$ cat config.mk
export PLATFORM = sky130hd
export DESIGN_NAME = control_sequencer_flat
export DESIGN_NICKNAME = d
export VERILOG_FILES = /design/src/rtl/control_sequencer_pkg.sv /design/src/rtl/control_sequencer_if.sv /design/src/rtl/control_sequencer_reg_onehot_dec.sv /design/src/rtl/control_sequencer.sv /design/src/flat_wrapper.sv
export SDC_FILE = /design/constraint.sdc
export NUM_CORES = 1
export LEC_CHECK = 0
export ABC_CLOCK_PERIOD_IN_PS = 1600
export CORE_MARGIN = 2
export CORE_UTILIZATION = 37
export CTS_BUF_LIST = sky130_fd_sc_hd__clkbuf_2 sky130_fd_sc_hd__clkbuf_4 sky130_fd_sc_hd__clkbuf_8
export DETAILED_ROUTE_END_ITERATION = 8
export PLACE_DENSITY = 0.95
export SLEW_MARGIN = 20
export SYNTH_ARGS = -nofsm -noshare
export SYNTH_HDL_FRONTEND = slang
export SYNTH_HIERARCHICAL = 1
export SYNTH_SLANG_ARGS = --single-unit
$ cat constraint.sdc
create_clock -name clk -period 1.6 [get_ports clk]
set_input_delay 0.16 -clock clk [delete_from_list [all_inputs] [get_ports clk]]
set_output_delay 0.16 -clock clk [all_outputs]
set_load 0.02 [all_outputs]
$ cat src/rtl/control_sequencer_pkg.sv
// Shared types and constants for the control sequencer.
// T6 exists only when CU_MULDIV_EN is defined.
package cu_pkg;

   `ifdef CU_MULDIV_EN
   typedef enum logic [3:0] {
      IDLE, T0, T1, T2, T3, T4, T5, T6, HALT
   } state_e;
   `else
   typedef enum logic [3:0] {
      IDLE, T0, T1, T2, T3, T4, T5, HALT
   } state_e;
   `endif

   localparam logic [4:0] OPC_ALU_MAX = 5'h0B;
   localparam logic [4:0] OPC_MUL     = 5'h0F;
   localparam logic [4:0] OPC_DIV     = 5'h10;
   localparam logic [4:0] OPC_NOP     = 5'h1A;
   localparam logic [4:0] OPC_HALT    = 5'h1B;

   localparam int OPC_MSB = 31;
   localparam int OPC_LSB = 27;
   localparam int RA_MSB  = 26;
   localparam int RA_LSB  = 23;
   localparam int RB_MSB  = 22;
   localparam int RB_LSB  = 19;
   localparam int RC_MSB  = 18;
   localparam int RC_LSB  = 15;

endpackage

$ cat src/rtl/control_sequencer_if.sv
// Control-strobe bundle between the sequencer and the datapath.
// master = sequencer side, slave = datapath side.
interface control_sequencer_if #(
   parameter int NUM_REGS = 16,
   parameter int OPW      = 5
);
   logic                run;
   logic [31:0]         IR;
   logic [NUM_REGS-1:0] R_rd;
   logic [NUM_REGS-1:0] R_wrt;
   logic PC_out, MDR_out, Zlo_out;
   logic Zhi_out, HI_out, LO_out;
   logic PC_rd, MAR_rd, MDR_rd, IR_rd, Y_rd;
   logic Zlo_rd, Zhi_rd, HI_rd, LO_rd;
   logic IncPC, Read;
   logic [OPW-1:0]      op_sel;
   logic busy, halted;

   modport master (
      input  run, IR,
      output R_rd, R_wrt,
      output PC_out, MDR_out, Zlo_out,
      output Zhi_out, HI_out, LO_out,
      output PC_rd, MAR_rd, MDR_rd, IR_rd, Y_rd,
      output Zlo_rd, Zhi_rd, HI_rd, LO_rd,
      output IncPC, Read, op_sel, busy, halted
   );

   modport slave (
      output run, IR,
      input  R_rd, R_wrt,
      input  PC_out, MDR_out, Zlo_out,
      input  Zhi_out, HI_out, LO_out,
      input  PC_rd, MAR_rd, MDR_rd, IR_rd, Y_rd,
      input  Zlo_rd, Zhi_rd, HI_rd, LO_rd,
      input  IncPC, Read, op_sel, busy, halted
   );
endinterface

$ cat src/rtl/control_sequencer_reg_onehot_dec.sv
// 4-bit register index to one-hot select vector.
// Indices at or beyond NUM_REGS match no bit, so the vector stays zero.
module reg_onehot_dec #(
   parameter int NUM_REGS = 16
) (
   input  logic [3:0]          idx_i,
   output logic [NUM_REGS-1:0] onehot_o
);

   always_comb begin
      onehot_o = '0;
      for (int i = 0; i < NUM_REGS; i++) begin
         if (int'(idx_i) == i) onehot_o[i] = 1'b1;
      end
   end

endmodule

$ cat src/rtl/control_sequencer.sv
// Hard-wired Moore control unit: fetch/decode/execute, one T-step per clk.
// Define CU_MULDIV_EN to enable MUL/DIV and the T6 step.
module control_sequencer
   import cu_pkg::*;
#(
   parameter int NUM_REGS = 16,
   parameter int OPW      = 5
) (
   input  logic                 clk,
   input  logic                 clr,
   control_sequencer_if.master  cu
);

   state_e state_q, state_d;
   state_e fin;

   logic [4:0] opc;
   logic [3:0] ra, rb, rc;
   logic       is_alu, is_md;
   logic       unused_ir;

   logic [NUM_REGS-1:0] ra_oh, rb_oh, rc_oh;

   assign opc = cu.IR[OPC_MSB:OPC_LSB];
   assign ra  = cu.IR[RA_MSB:RA_LSB];
   assign rb  = cu.IR[RB_MSB:RB_LSB];
   assign rc  = cu.IR[RC_MSB:RC_LSB];
   assign unused_ir = ^cu.IR[RC_LSB-1:0];

   assign is_alu = (opc <= OPC_ALU_MAX);
   `ifdef CU_MULDIV_EN
   assign is_md = (opc == OPC_MUL) || (opc == OPC_DIV);
   `else
   assign is_md = 1'b0;
   `endif

   // End-of-instruction: chain straight into the next fetch while run holds.
   assign fin = cu.run ? T0 : IDLE;

   reg_onehot_dec #(.NUM_REGS(NUM_REGS)) u_dec_ra (
      .idx_i    (ra),
      .onehot_o (ra_oh)
   );

   reg_onehot_dec #(.NUM_REGS(NUM_REGS)) u_dec_rb (
      .idx_i    (rb),
      .onehot_o (rb_oh)
   );

   reg_onehot_dec #(.NUM_REGS(NUM_REGS)) u_dec_rc (
      .idx_i    (rc),
      .onehot_o (rc_oh)
   );

   always_ff @(posedge clk) begin
      if (clr) state_q <= IDLE;
      else     state_q <= state_d;
   end

   always_comb begin
      state_d = state_q;
      unique case (state_q)
         IDLE: if (cu.run) state_d = T0;
         T0:   state_d = T1;
         T1:   state_d = T2;
         T2: begin
            unique case (1'b1)
               is_alu || is_md:  state_d = T3;
               opc == OPC_NOP:   state_d = fin;
               opc == OPC_HALT:  state_d = HALT;
               default:          state_d = HALT;
            endcase
         end
         T3:   state_d = T4;
         T4:   state_d = T5;
         `ifdef CU_MULDIV_EN
         T5:   state_d = is_md ? T6 : fin;
         T6:   state_d = fin;
         `else
         T5:   state_d = fin;
         `endif
         HALT: state_d = HALT;
         default: state_d = IDLE;
      endcase
   end

   always_comb begin
      cu.R_rd    = '0;
      cu.R_wrt   = '0;
      cu.PC_out  = 1'b0;
      cu.MDR_out = 1'b0;
      cu.Zlo_out = 1'b0;
      cu.Zhi_out = 1'b0;
      cu.HI_out  = 1'b0;
      cu.LO_out  = 1'b0;
      cu.PC_rd   = 1'b0;
      cu.MAR_rd  = 1'b0;
      cu.MDR_rd  = 1'b0;
      cu.IR_rd   = 1'b0;
      cu.Y_rd    = 1'b0;
      cu.Zlo_rd  = 1'b0;
      cu.Zhi_rd  = 1'b0;
      cu.HI_rd   = 1'b0;
      cu.LO_rd   = 1'b0;
      cu.IncPC   = 1'b0;
      cu.Read    = 1'b0;
      cu.op_sel  = '0;
      cu.halted  = 1'b0;
      cu.busy    = (state_q != IDLE) && (state_q != HALT);
      unique case (state_q)
         T0: begin
            cu.PC_out = 1'b1;
            cu.MAR_rd = 1'b1;
            cu.IncPC  = 1'b1;
            cu.Zlo_rd = 1'b1;
         end
         T1: begin
            cu.Zlo_out = 1'b1;
            cu.PC_rd   = 1'b1;
            cu.Read    = 1'b1;
            cu.MDR_rd  = 1'b1;
         end
         T2: begin
            cu.MDR_out = 1'b1;
            cu.IR_rd   = 1'b1;
         end
         T3: begin
            cu.R_wrt = is_md ? ra_oh : rb_oh;
            cu.Y_rd  = 1'b1;
         end
         T4: begin
            cu.R_wrt  = is_md ? rb_oh : rc_oh;
            cu.op_sel = OPW'(opc);
            cu.Zlo_rd = 1'b1;
            cu.Zhi_rd = is_md;
         end
         T5: begin
            cu.Zlo_out = 1'b1;
            if (is_md) cu.LO_rd = 1'b1;
            else       cu.R_rd  = ra_oh;
         end
         `ifdef CU_MULDIV_EN
         T6: begin
            cu.Zhi_out = 1'b1;
            cu.HI_rd   = 1'b1;
         end
         `endif
         HALT: cu.halted = 1'b1;
         default: ;
      endcase
   end

endmodule

$ cat src/flat_wrapper.sv
// flat-port wrapper written by rule: the top's interface ports become plain ports
module control_sequencer_flat import cu_pkg::*;
#(
   parameter int NUM_REGS = 16,
   parameter int OPW      = 5
)
  (clk, clr, cu_run, cu_IR, cu_R_rd, cu_R_wrt, cu_PC_out, cu_MDR_out, cu_Zlo_out, cu_Zhi_out, cu_HI_out, cu_LO_out, cu_PC_rd, cu_MAR_rd, cu_MDR_rd, cu_IR_rd, cu_Y_rd, cu_Zlo_rd, cu_Zhi_rd, cu_HI_rd, cu_LO_rd, cu_IncPC, cu_Read, cu_op_sel, cu_busy, cu_halted);
  control_sequencer_if #(.NUM_REGS(NUM_REGS), .OPW(OPW)) cu_i ();
  input  logic clk;
  input  logic clr;
  input wire logic [$bits(cu_i.run)-1:0] cu_run;
  input wire logic [$bits(cu_i.IR)-1:0] cu_IR;
  output wire logic [$bits(cu_i.R_rd)-1:0] cu_R_rd;
  output wire logic [$bits(cu_i.R_wrt)-1:0] cu_R_wrt;
  output wire logic [$bits(cu_i.PC_out)-1:0] cu_PC_out;
  output wire logic [$bits(cu_i.MDR_out)-1:0] cu_MDR_out;
  output wire logic [$bits(cu_i.Zlo_out)-1:0] cu_Zlo_out;
  output wire logic [$bits(cu_i.Zhi_out)-1:0] cu_Zhi_out;
  output wire logic [$bits(cu_i.HI_out)-1:0] cu_HI_out;
  output wire logic [$bits(cu_i.LO_out)-1:0] cu_LO_out;
  output wire logic [$bits(cu_i.PC_rd)-1:0] cu_PC_rd;
  output wire logic [$bits(cu_i.MAR_rd)-1:0] cu_MAR_rd;
  output wire logic [$bits(cu_i.MDR_rd)-1:0] cu_MDR_rd;
  output wire logic [$bits(cu_i.IR_rd)-1:0] cu_IR_rd;
  output wire logic [$bits(cu_i.Y_rd)-1:0] cu_Y_rd;
  output wire logic [$bits(cu_i.Zlo_rd)-1:0] cu_Zlo_rd;
  output wire logic [$bits(cu_i.Zhi_rd)-1:0] cu_Zhi_rd;
  output wire logic [$bits(cu_i.HI_rd)-1:0] cu_HI_rd;
  output wire logic [$bits(cu_i.LO_rd)-1:0] cu_LO_rd;
  output wire logic [$bits(cu_i.IncPC)-1:0] cu_IncPC;
  output wire logic [$bits(cu_i.Read)-1:0] cu_Read;
  output wire logic [$bits(cu_i.op_sel)-1:0] cu_op_sel;
  output wire logic [$bits(cu_i.busy)-1:0] cu_busy;
  output wire logic [$bits(cu_i.halted)-1:0] cu_halted;
  assign cu_i.run = cu_run;
  assign cu_i.IR = cu_IR;
  assign cu_R_rd = cu_i.R_rd;
  assign cu_R_wrt = cu_i.R_wrt;
  assign cu_PC_out = cu_i.PC_out;
  assign cu_MDR_out = cu_i.MDR_out;
  assign cu_Zlo_out = cu_i.Zlo_out;
  assign cu_Zhi_out = cu_i.Zhi_out;
  assign cu_HI_out = cu_i.HI_out;
  assign cu_LO_out = cu_i.LO_out;
  assign cu_PC_rd = cu_i.PC_rd;
  assign cu_MAR_rd = cu_i.MAR_rd;
  assign cu_MDR_rd = cu_i.MDR_rd;
  assign cu_IR_rd = cu_i.IR_rd;
  assign cu_Y_rd = cu_i.Y_rd;
  assign cu_Zlo_rd = cu_i.Zlo_rd;
  assign cu_Zhi_rd = cu_i.Zhi_rd;
  assign cu_HI_rd = cu_i.HI_rd;
  assign cu_LO_rd = cu_i.LO_rd;
  assign cu_IncPC = cu_i.IncPC;
  assign cu_Read = cu_i.Read;
  assign cu_op_sel = cu_i.op_sel;
  assign cu_busy = cu_i.busy;
  assign cu_halted = cu_i.halted;
  control_sequencer #(.NUM_REGS(NUM_REGS), .OPW(OPW)) u_core (.clk(clk), .clr(clr), .cu(cu_i));
endmodule
==> results summary, run 1 <==
In this run the vertical extent of the chip is 64.5 µm. The routed length per instance came out at approximately 15 µm. Summing every instance area after synthesis gives 1360 µm².

The worst register-to-register path begins at u_core/state_q[2]. The total setup violations reported at the end of the flow is 2. The routed design has 4040 µm of wire.

The clock latency on the worst-skew pair came out at approximately 0.23 ns. The switching power of the nets is 366 µW. In this run the most critical hold path is launched from clr. The number of flip-flops under the largest register name came out at 3. The clock transition at the registers of the reported paths is 0.04 ns. The number of enable-type register cells in the synthesized netlist came out at 0.

The critical path data required time came out at 1.44 ns. The number of max-cap violations came out at 0. The count of buffers from port buffering came out at 69. In the final layout, the registers with the most flip-flops are u_core/state_q x3. In this run the power density over the cells is 406 nW/µm². In the synthesized netlist the dominant register cell turns out to be sky130_fd_sc_hd__dfxtp_1. The worst setup path is captured at an output pin. The run finished, with violations left. The area growth from synthesis to layout is 55.5%.

For this design the static power due to leakage is 0.00104 µW. The number of levels the H-tree was split into came out at 1. The number of global-route vias before repair was 1,385. The final reports fail on negative setup slack.

The final max-slew violation count was 0. The fraction of power consumed by sequential logic came out at 12.4%. The count of vias placed by the detailed router came out at 1,495. The reg2reg setup slack came out at roughly 0.38 ns. The maximum count of clock buffers along a single path came out at 2. 0 antenna diodes ended up in the layout. Data on the critical path arrives at its endpoint at 1.44 ns. The worst hold path passes through 2 cells. The final-layout worst hold slack came out at 0.541 ns.

For this run the aggregate overflow at the end of global routing stands at 0. The full die area is 4170 µm². The number of warning messages in the yosys log is 6. Each instance of the synthesized netlist takes up on average between 9 and 10 µm². In this run the remaining antenna-violating nets after routing total 0. The detail-routed via count per cell is between 5 and 6. The number of remaining DRC errors is 0. Setup repair after global routing could not meet its margin everywhere. The post-layout minimum cycle time is 1.60 ns. The worst voltage drop across the vdd grid is 223 µV.

Clock tree synthesis found a total of 3 sinks. TritonCTS built the clock tree. The number of placement rows came out at 21. The internal cell power came out at about 490 µW.

The first-pass detailed-route iteration total came out at 4. For hold timing, the worst endpoint is u_core/state_q[1]. In this run the critical register-to-register path is captured at u_core/state_q[1]. The worst register-to-register path has a depth of 6. The critical path class is reg -> out. The number of buffers inserted by hold repair at cts is 0.

The core region is around 3400 µm². The share of total power in the clock network came out at between 10% and 20%. The part of the cycle the worst path needs came out at 100%. The tightest min-delay check is of the in -> reg type. The cell chosen for the clock root is sky130_fd_sc_hd__clkbuf_4. After synthesis, flip-flops and latches occupy 4.43% of the total area. The share of final-layout standard cells stronger than drive strength 1 is 47.6%.

The die boundary width is roughly 65 µm. The post-synthesis async set-or-reset flop share came out at 0%. The number of distinct library cell variants in the gate-level netlist after synthesis came out at 34. Routability-driven placement finished with a final weighted congestion of 0.729. The global-route wire length before repair is approximately 6200 µm. The iteration-0 DRC count of the detailed router came out at 74. The top-level I/O count is 91. Once routing completed, OpenROAD measured the worst setup slack at -0.000921 ns. After the last flow step, the layout net total stands at 267.

More flip-flops sit in one register than any other, and that register is u_core/state_q. The final number of hold-violating endpoints is 0. STA classifies the critical path startpoint as a flop. The pin count of the biggest net entering global routing is 18.

The initial antenna violation count came to 0. The final-layout fill cell count is approximately 310. The top fanout value on the critical path came out at 6. The total of flip-flops plus latches after synthesis is 3. Measured on the finished design, the core utilization comes to 61.8%.

Buffers inserted during clock tree synthesis total 3. Net switching is 42.8% of the power. The timing-limited maximum frequency came out at 625 MHz.

The initial cell density of the core came out at 39.7%. The global-route usage over all layers came out at 18.3%. On the final layout, the worst clock skew is 0.000538 ns.

The part of the total power dissipated in combinational logic came out at a little over two thirds. At the placement stage, the worst setup path has a slack of -0.505 ns. Summed over all nets, the half-perimeter wirelength after detailed placement is 2950 µm. The count of mapped cells out of synthesis is 148. The setup total negative slack is -0.00122 ns.
[logic make-up after synthesis]
group,after synthesis,share of synthesized area (%)
simple gates,91,62.8
other cells,1,0.276
flops,3,4.43
xor+xnor,1,0.646
buf+inv,30,18.9
compound gates,22,12.9
[stage by stage]
stage	instances	total power [µW]	area, µm²
after floorplan	153	490	1380
after global placement	268	706	2150
after detailed placement	268	722	2150
after CTS	275	853	2110
after global routing	277	915	2110
final	277	856	2110
[power by group through the flow]
stage                     clock, µW  combinational [µW]  sequential (µW)
after floorplan                   0                 390              101
after global placement            0                 603              103
after detailed placement          0                 618              105
after CTS                       157                 590              105
after global routing            164                 642              109
final                           150                 599              107
[worst max-delay path, stage by stage, from the launching register on]
cell and delay (ns):
sky130_fd_sc_hd__dfxtp_4 0.36, sky130_fd_sc_hd__and2b_4 0.19, sky130_fd_sc_hd__and2_4 0.19, sky130_fd_sc_hd__buf_12 0.13
sky130_fd_sc_hd__a22o_1 0.18, sky130_fd_sc_hd__buf_2 0.16
[worst max path at each step]
stage / from / to / slack, ns / depth (start not counted)
2_1_floorplan: u_core/state_q[0] / cu_MAR_rd / 0.17 / 3
3_3_place_gp: cu_IR[26] / cu_R_rd[1] / -0.45 / 5
3_5_place_dp: cu_IR[26] / cu_R_rd[2] / -0.50 / 5
4_1_cts: u_core/state_q[1] / cu_R_wrt[5] / -0.06 / 5
5_1_grt: u_core/state_q[1] / cu_R_wrt[5] / -0.05 / 5
6_report: u_core/state_q[1] / cu_R_wrt[10] / -0.0009 / 5
[synth_stat cells (2+ instances only)]
cell type,n,area (µm²)
sky130_fd_sc_hd__buf_4,18,135
sky130_fd_sc_hd__a22o_1,16,140
sky130_fd_sc_hd__and2_1,16,100
sky130_fd_sc_hd__and4b_1,12,120
sky130_fd_sc_hd__and4bb_1,12,150
sky130_fd_sc_hd__nor4b_2,12,180
sky130_fd_sc_hd__buf_6,10,113
sky130_fd_sc_hd__and3_1,6,37.5
sky130_fd_sc_hd__nor2_1,4,15.0
sky130_fd_sc_hd__nor3_1,4,20.0
sky130_fd_sc_hd__a21oi_1,3,15.0
sky130_fd_sc_hd__and4_1,3,26.3
sky130_fd_sc_hd__and4bb_2,3,37.5
sky130_fd_sc_hd__dfxtp_1,3,60.1
sky130_fd_sc_hd__nor4_2,3,37.5
sky130_fd_sc_hd__nor4bb_1,3,30.0
sky130_fd_sc_hd__nand2b_1,2,12.5
sky130_fd_sc_hd__nor2b_1,2,12.5
[what timing repair did]
action | 4_1_cts | 5_1_grt
setup endpoints to repair | 50 | 30
pin swaps | 0 | 1
buffers inserted | 1 | 2
hold endpoints to repair | 0 | 0
cloned | 2 | 0
gates resized for setup | 136 | 53
[cell usage in the layout (no fill, tap or decap), types with 2 or more instances in the layout]
| cell type | synthesis | final |
|---|---|---|
| sky130_fd_sc_hd__a22o_1 | 16 | 16 |
| sky130_fd_sc_hd__dlygate4sd2_1 | 0 | 10 |
| sky130_fd_sc_hd__clkbuf_4 | 0 | 4 |
| sky130_fd_sc_hd__conb_1 | 1 | 6 |
| sky130_fd_sc_hd__nor4_2 | 3 | 3 |
| sky130_fd_sc_hd__and4_1 | 3 | 3 |
| sky130_fd_sc_hd__nand2b_1 | 2 | 2 |
| sky130_fd_sc_hd__buf_2 | 0 | 22 |
| sky130_fd_sc_hd__and3_1 | 6 | 6 |
| sky130_fd_sc_hd__a21oi_1 | 3 | 3 |
| sky130_fd_sc_hd__nor3_1 | 4 | 4 |
| sky130_fd_sc_hd__clkdlybuf4s50_1 | 0 | 15 |
| sky130_fd_sc_hd__and4bb_1 | 12 | 12 |
| sky130_fd_sc_hd__buf_4 | 18 | 19 |
| sky130_fd_sc_hd__buf_12 | 0 | 7 |
| sky130_fd_sc_hd__nor2_1 | 4 | 4 |
| sky130_fd_sc_hd__nor4b_2 | 12 | 12 |
| sky130_fd_sc_hd__and4bb_2 | 3 | 3 |
| sky130_fd_sc_hd__and4b_1 | 12 | 12 |
| sky130_fd_sc_hd__buf_6 | 10 | 12 |
| sky130_fd_sc_hd__clkbuf_2 | 1 | 17 |
| sky130_fd_sc_hd__and2_1 | 16 | 16 |
[area by class of cell]
class / count / area [µm²] / share of cell area [%]
Multi-Input combinational cell: 120 / 1080 / 51.3
Timing Repair Buffer: 104 / 875 / 41.5
Sequential cell: 3 / 65.1 / 3.08
Tap cell: 46 / 57.6 / 2.73
Clock buffer: 4 / 30.0 / 1.42
[routing by layer]
layer / vias to the layer above / track usage [%] / wire, µm
met2: 59 / 34.5 / 2160
met4: 0 / 7.45 / 78
met3: 8 / 3.65 / 288
met1: 696 / 19.9 / 1510
met5: - / 0 / 0
li1: 732 / - / -
Note: power is estimated with default switching activity, not from simulation.
==> inputs of run 2 (changes only) <==
==> constraint.sdc (replaced) <==
create_clock -name clk -period 1.6 [get_ports clk]
set_input_delay 0.24 -clock clk [delete_from_list [all_inputs] [get_ports clk]]
set_output_delay 0.24 -clock clk [all_outputs]
set_load 0.02 [all_outputs]
==> run 2 against run 1 <==
Against the previous run:
- the flow now finishes without violations
- clock power increased by 11%
- highest routed layer unchanged
- fmax increased by 0.41%
- critical path type unchanged
- die area unchanged
- utilization increased by 2.8 points
- cell area increased by 4.6%
- count of clock-buffer cells in the layout unchanged
- flip-flop and latch count unchanged
- sequential power about the same
- worst hold slack improved by 0.084 ns
==> results summary, run 2 (synthesis results as in run 1) <==
The iteration-0 DRC count of the detailed router came out at 97 (was 74). The first-pass detailed-route iteration total came out at 4 (unchanged). The initial cell density of the core is 39.7% (unchanged). The leakage power figure is 0.00107 µW (was 0.00104 µW).

The global-route usage over all layers came out at 20.8% (was 18.3%). The setup total negative slack came to 0 ns (was -0.00122 ns). The count of vias placed by the detailed router came out at 1,512 (was 1,495). The number of levels the H-tree was split into is 1 (unchanged). The count of buffers from port buffering was 69 (unchanged).

The critical register-to-register path endpoint is u_core/state_q[1] (unchanged). The worst voltage drop across the vdd grid is 337 µV (was 223 µV). The post-layout minimum cycle time is 1.59 ns (was 1.60 ns). The depth of the worst register-to-register path came out at 6 (unchanged).

The total clock sinks came out at 3 (unchanged). The switching power as a share of total power is 44.2% (was 42.8%). The type of origin of the critical path is a flop (unchanged). Commonest cells after routing, fill and taps aside: sky130_fd_sc_hd__buf_6, sky130_fd_sc_hd__buf_4, sky130_fd_sc_hd__buf_2 (was sky130_fd_sc_hd__buf_2, sky130_fd_sc_hd__buf_4, sky130_fd_sc_hd__clkbuf_2). Unrepaired setup endpoints after global routing: true (unchanged).

The most common cell after layout, fill and taps aside was sky130_fd_sc_hd__buf_6 (was sky130_fd_sc_hd__buf_2). The placeable core area is 3420 µm² (unchanged). The switching power of the nets came to 404 µW (was 366 µW). The internal cell power was 510 µW (was 490 µW). The reg2reg setup slack came out at 0.33 ns (was 0.38 ns). The number of inserted diodes came out at 0 (unchanged).

Top flop regs: u_core/state_q x3 (unchanged). The share of total power in the clock network came out at 18.1% (was 17.5%). The part of the total power dissipated in combinational logic is 70.0% (about the same). The end point of the worst hold path is u_core/state_q[2] (was u_core/state_q[1]).

The worst-case clock skew came out at 0.00306 ns (was 0.000538 ns). The sum of net half-perimeters after detailed placement came to 3100 µm (was 2950 µm). The number of max-cap violations came out at 0 (unchanged). The part of the cycle the worst path needs was 99.7% (was 100%). The start point of the worst min-delay path was clr (unchanged).

The type of the most critical hold path is in -> reg (unchanged). The clock transition at the registers of the reported paths was 0.04 ns (about the same). The number of placement rows was 21 (unchanged).

The cell chosen for the clock root is sky130_fd_sc_hd__clkbuf_4 (unchanged). The global placer's final weighted congestion came out at 0.758 (was 0.729). Outcome: completed (was finished, violations left). The routed length per instance is 15.3 µm (was 14.6 µm). The full die area is 4170 µm² (unchanged).

The detail-routed via count per cell is 5.44 (was 5.40). The maximum count of clock buffers along a single path came out at 2 (unchanged). The number of global-route vias before repair is 1,451 (was 1,385). The top fanout value on the critical path came to 8 (was 6).

The height of the die came out at 64.5 µm (unchanged). The critical path data required time is 1.36 ns (was 1.44 ns). The launch point of the worst reg-to-reg path is u_core/state_q[2] (unchanged).

The initial antenna violation count was 0 (unchanged). The signal arrival time at the worst endpoint is 1.35 ns (was 1.44 ns). The most flop-heavy register was u_core/state_q (unchanged). The top-level I/O count came out at 91 (unchanged). The timing-limited maximum frequency came to 627 MHz (was 625 MHz).

The number of nets at the end of the flow is 268 (was 267). The global-route wire length before repair is 6910 µm (was 6230 µm). The number of flip-flops under the largest register name is 3 (unchanged). The clock tree from TritonCTS is built (unchanged).

The growth of design area from synthesis to finish came out at 62.6% (was 55.5%). The clock latency on the worst-skew pair came to 0.25 ns (was 0.23 ns). The critical path endpoint category was an output pin (unchanged). The power density relative to cell area is 414 nW/µm² (was 406 nW/µm²). The share of final-layout standard cells stronger than drive strength 1 came out at 51.7% (was 47.6%). The worst hold path depth is 2 (unchanged). The pin count of the biggest net entering global routing came out at 18 (unchanged). The total CTS buffers came out at 3 (unchanged). The total length of routed wires came to 4260 µm (was 4040 µm). The final-layout fill cell count is 291 (was 305). The final number of hold-violating endpoints came out at 0 (unchanged).

The fraction of power consumed by sequential logic came to 11.9% (was 12.4%). The total congestion overflow is 0 (unchanged). The final max-slew violation count came out at 0 (unchanged).

The critical path class is reg -> out (unchanged). The number of nets still failing antenna checks after routing is 0 (unchanged). The die boundary width is 64.5 µm (unchanged). The number of buffers inserted by hold repair at cts came out at 0 (unchanged).

The number of remaining DRC errors is 0 (unchanged). The total setup violations reported at the end of the flow came out at 0 (was 2). The final-layout worst hold slack came out at 0.625 ns (was 0.541 ns).
[run 2: changes by cell type in the layout (fill, tap and decap cells not counted), moves of 2 or more]
cell                              before  now
sky130_fd_sc_hd__buf_6                12   28
sky130_fd_sc_hd__buf_2                22   20
sky130_fd_sc_hd__buf_12                7    5
sky130_fd_sc_hd__buf_4                19   25
sky130_fd_sc_hd__clkdlybuf4s50_1      15    7
sky130_fd_sc_hd__nor4bb_4              1    3
sky130_fd_sc_hd__clkbuf_2             17    4
sky130_fd_sc_hd__clkdlybuf4s15_1       0    2
sky130_fd_sc_hd__and2_4                1    3
sky130_fd_sc_hd__dlygate4sd2_1        10   12
[run 2: per-layer routing]
layer  GRT usage, %  part of all wire (%)
met4           7.18                   1.2
met1           24.7                    41
met5              0                     0
met2           38.5                    54
met3           1.91                   3.8
[run 2: worst max path at each step]
| stage | from | end | slack, ns | cells after the start |
|---|---|---|---|---|
| after global placement | cu_IR[26] | cu_R_rd[1] | -0.61 | 5 |
| after detailed placement | cu_IR[26] | cu_R_rd[1] | -0.69 | 5 |
| after floorplan | u_core/state_q[0] | cu_MAR_rd | 0.09 | 3 |
| after CTS | cu_IR[26] | cu_R_rd[1] | -0.07 | 5 |
| after global routing | u_core/state_q[1] | cu_R_wrt[14] | -0.04 | 4 |
| final | u_core/state_q[1] | cu_R_wrt[10] | 0.006 | 4 |
[run 2: worst max-delay path, cell delays in order, from the launching register on]
cell and delay [ns]:
sky130_fd_sc_hd__dfxtp_4 0.36, sky130_fd_sc_hd__and2b_4 0.20, sky130_fd_sc_hd__and2_4 0.19, sky130_fd_sc_hd__a22o_1 0.22, sky130_fd_sc_hd__buf_6 0.13
[run 2: timing repair]
item,CTS,global route
buffers inserted,2,0
pin swaps,5,4
gates cloned,1,0
resized for setup,246,26
endpoints found under the hold margin,0,0
setup endpoints to repair,50,27
[run 2: power groups by stage]
stage	registers, µW	logic [µW]	clock network (µW)
final	109	639	166
after detailed placement	105	636	0
after floorplan	101	390	0
after global placement	103	612	0
after CTS	110	622	173
after global routing	111	682	180
[run 2: cell type report]
cell class / count / area [µm²] / share of cell area [%]
Sequential cell: 3 / 66.3 / 3.01
Tap cell: 46 / 57.6 / 2.61
Multi-Input combinational cell: 121 / 1130 / 51.2
Clock buffer: 4 / 30.0 / 1.36
Timing Repair Buffer: 104 / 922 / 41.8
[run 2: through the flow]
| step | power [µW] | instance area [µm²] | utilization, % | instances | setup slack, ns |
|---|---|---|---|---|---|
| finish | 913 | 2210 | 64.6 | 278 | 0.00554 |
| global route | 973 | 2210 | 64.6 | 278 | -0.0418 |
| CTS | 905 | 2170 | 63.5 | 278 | -0.0738 |
| detailed placement | 740 | 2180 | 63.7 | 271 | -0.688 |
| global placement | 715 | 2180 | 63.7 | 271 | -0.612 |
| floorplan | 490 | 1380 | - | 153 | 0.0866 |
==> inputs of run 3 (changes only) <==
ABC_CLOCK_PERIOD_IN_PS = 1900   (was 1600)
CORE_UTILIZATION = 40   (was 37)
clock period = 1.9 ns   (was 1.6 ns; I/O delays follow)
==> run 3 against run 2 <==
Against the previous run:
- worst hold slack worse by 0.068 ns
- die area is 7.0% lower
- cell count is 1.1% lower
- critical path depth is 1 higher
- flip-flop and latch count stayed put
- combinational power is 23% lower
- first-iteration DRC count is 22% higher
- register-to-register slack better by 0.32 ns
- clock skew is 0.0021 ns lower
- utilization is 0.81 points lower
- routed wire length is 13% lower
- sequential power is 21% lower
==> results summary, run 3 (synthesis results as in run 1) <==
The number of nets at the end of the flow is 265 (was 268). The area of the multi-input gates is 1060 µm² (was 1130 µm²). The power density relative to cell area is 338 nW/µm² (was 414 nW/µm²). The share of final-layout standard cells stronger than drive strength 1 came to 39.7% (was 51.7%).

The iteration-0 DRC count of the detailed router is 118 (was 97). The total congestion overflow is 0 (unchanged). The final cell count without fillers is 275 (was 278). The number of global-route vias before repair is 1,343 (was 1,451). The critical path endpoint category was an output pin (unchanged). The clock tree from TritonCTS was built (unchanged). The switching power of the nets came to 305 µW (was 404 µW). The number of flip-flops under the largest register name came out at 3 (unchanged). The cell with the largest stage delay on the worst path was sky130_fd_sc_hd__clkdlybuf4s50_1 (was sky130_fd_sc_hd__dfxtp_4).

The met2 demand-to-capacity share in global routing is 34.4% (was 38.5%). The die boundary width is 62.2 µm (was 64.5 µm). The area used by sequential logic in the layout is 60.1 µm² (was 66.3 µm²). The number of nets still failing antenna checks after routing is 0 (unchanged). The total CTS buffers came out at 3 (unchanged). The clock latency on the worst-skew pair is 0.24 ns (was 0.25 ns). The fraction of power consumed by sequential logic came out at 12.2% (was 11.9%). Unrepaired setup endpoints after global routing: false (was true).

The final max-slew violation count came to 0 (unchanged). The global-route wire length before repair came to 6110 µm (was 6910 µm). The number of placement rows came out at 21 (unchanged). The number of max-cap violations is 0 (unchanged). The detail-routed via count per cell is 5.28 (was 5.44). The number of remaining DRC errors came out at 0 (unchanged).

The total setup violations reported at the end of the flow is 0 (unchanged). The count of buffers from port buffering came out at 69 (unchanged). The first-pass detailed-route iteration total came out at 4 (unchanged). The part of the total power dissipated in combinational logic is 69.4% (was 70.0%). The full die area came to 3870 µm² (was 4170 µm²). The initial antenna violation count was 0 (unchanged).

The met1 capacity usage during global routing is 22.0% (was 24.7%). The internal cell power was 403 µW (was 510 µW). The total design power came to 708 µW (was 913 µW). The worst voltage drop across the vdd grid came to 418 µV (was 337 µV). The global placer's final weighted congestion is 0.868 (was 0.758).

The critical path data required time was 1.62 ns (was 1.36 ns). The height of the die was 62.2 µm (was 64.5 µm). The worst-case clock skew came to 0.00100 ns (was 0.00306 ns).

The cell chosen for the clock root was sky130_fd_sc_hd__clkbuf_4 (unchanged). Commonest cells after routing, fill and taps aside: sky130_fd_sc_hd__buf_4, sky130_fd_sc_hd__dlygate4sd2_1, sky130_fd_sc_hd__a22o_1, sky130_fd_sc_hd__and2_1, sky130_fd_sc_hd__buf_2 (was sky130_fd_sc_hd__buf_6, sky130_fd_sc_hd__buf_4, sky130_fd_sc_hd__buf_2). The type of origin of the critical path is an input pin (was flop).

The met3 track demand over resource in global routing is 2.72% (was 1.91%). The final-layout fill cell count came out at 276 (was 291). The family with the most delay on the worst path is buffers and inverters (was simple AND/OR/NAND/NOR gates). The switching power as a share of total power came to 43.1% (was 44.2%).

The busiest layer in global routing is met2 (unchanged). The total clock sinks came out at 3 (unchanged). Outcome: completed (unchanged). The top-level I/O count is 91 (unchanged). The count of vias placed by the detailed router came out at 1,451 (was 1,512). The signal arrival time at the worst endpoint was 1.57 ns (was 1.35 ns). The final number of hold-violating endpoints is 0 (unchanged). The leakage power figure is 0.00107 µW (about the same). The type of the most critical hold path is reg -> reg (was in -> reg).

The global-route usage over all layers came out at 18.5% (was 20.8%). The share of total power in the clock network is 18.4% (was 18.1%). The timing-limited maximum frequency is 539 MHz.

The clock transition at the registers of the reported paths came out at 0.04 ns (about the same). The cell area after layout came out at 2090 µm² (was 2210 µm²). The initial cell density of the core was 41.3% (was 39.7%). The sum of net half-perimeters after detailed placement is 2700 µm (was 3100 µm). The total placed instance area came out at 2150 µm² (was 2180 µm²).

The routed length per instance came out at 13.5 µm (was 15.3 µm). The cell count after placement came out at 266 (was 271). The pin count of the biggest net entering global routing is 18 (unchanged).

The post-layout minimum cycle time came out at 1.86 ns. The top fanout value on the critical path came out at 16 (was 8). The number of levels the H-tree was split into came out at 1 (unchanged). The total length of routed wires came out at 3720 µm (was 4260 µm). The critical path class is in -> out (was reg -> out). The maximum count of clock buffers along a single path is 2 (unchanged). The most common cell after layout, fill and taps aside is sky130_fd_sc_hd__buf_4 (was sky130_fd_sc_hd__buf_6). The growth of design area from synthesis to finish was 54.4% (was 62.6%). The placeable core area came out at 3280 µm² (was 3420 µm²). Top flop regs: u_core/state_q x3 (unchanged). List of cells traversed by the critical path: clkdlybuf4s50_1 -> buf_12 -> and4bb_1 -> a22o_1 -> clkdlybuf4s15_2 (was and2b_4 -> and2_4 -> a22o_1 -> buf_6).

The number of buffer and inverter instances along the worst setup path is 3 (was 1). Dividing the final minimum period by the clock period gives 97.7%. The number of inserted diodes is 0 (unchanged).

The delay of the slowest cell on the worst path came out at 0.51 ns (was 0.36 ns). The most flop-heavy register was u_core/state_q (unchanged).
run 3: layout make-up:
class / count / share of cell area (%)
well taps: 46 / 2.75
flip-flops and latches: 3 / 2.87
multi-input cells: 120 / 50.8
repair buffers: 102 / 42.1
clock buffers: 4 / 1.43
run 3: repair_timing:
item,4_1_cts,5_1_grt
pin swaps,0,2
gates cloned,0,1
setup endpoints to repair,49,32
resized for setup,107,32
buffers inserted,4,0
hold buffers,0,0
run 3: tightest hold or removal path: cells and delay by family (launching register included):
| family | cells | cell delay [ns] |
|---|---|---|
| compound gates | 1 | 0.08 |
| flops | 1 | 0.33 |
| simple gates | 1 | 0.10 |
run 3: power groups by stage:
stage / Sequential [µW] / Clock, µW / Combinational [µW]
floorplan: 84.8 / 0 / 328
global placement: 86.8 / 0 / 503
detailed placement: 87.3 / 0 / 514
CTS: 86.4 / 133 / 489
global route: 88.6 / 138 / 526
finish: 86.5 / 130 / 492
run 3: routing by layer:
metal / share of wire, % / routed length, µm
met2: 51 / 1890
met5: 0 / 0
met3: 5.2 / 193
met1: 43 / 1600
met4: 0.86 / 32
run 3: path summary, 6_finish.rpt:
kind / end / from / cells past startpoint / slack [ns]
worst min-delay path: u_core/state_q[0] / u_core/state_q[2] / 2 / 0.56
worst max register to register: u_core/state_q[1] / u_core/state_q[0] / 5 / 0.65
worst max-delay path: cu_R_wrt[9] / cu_IR[20] / 5 / 0.04
worst min register to register: u_core/state_q[0] / u_core/state_q[2] / 2 / 0.56
run 3: per-stage QoR:
step                      hold WS, ns  setup slack [ns]  util [%]  setup TNS [ns]
after detailed placement        0.547            -0.484      65.5          -11.05
after CTS                       0.552           -0.0593      65.3          -0.130
final                           0.557            0.0434      63.8               0
after floorplan                 0.364             0.342         -               0
after global placement          0.546            -0.446      65.5          -10.31
after global routing            0.594           0.00499      63.8               0
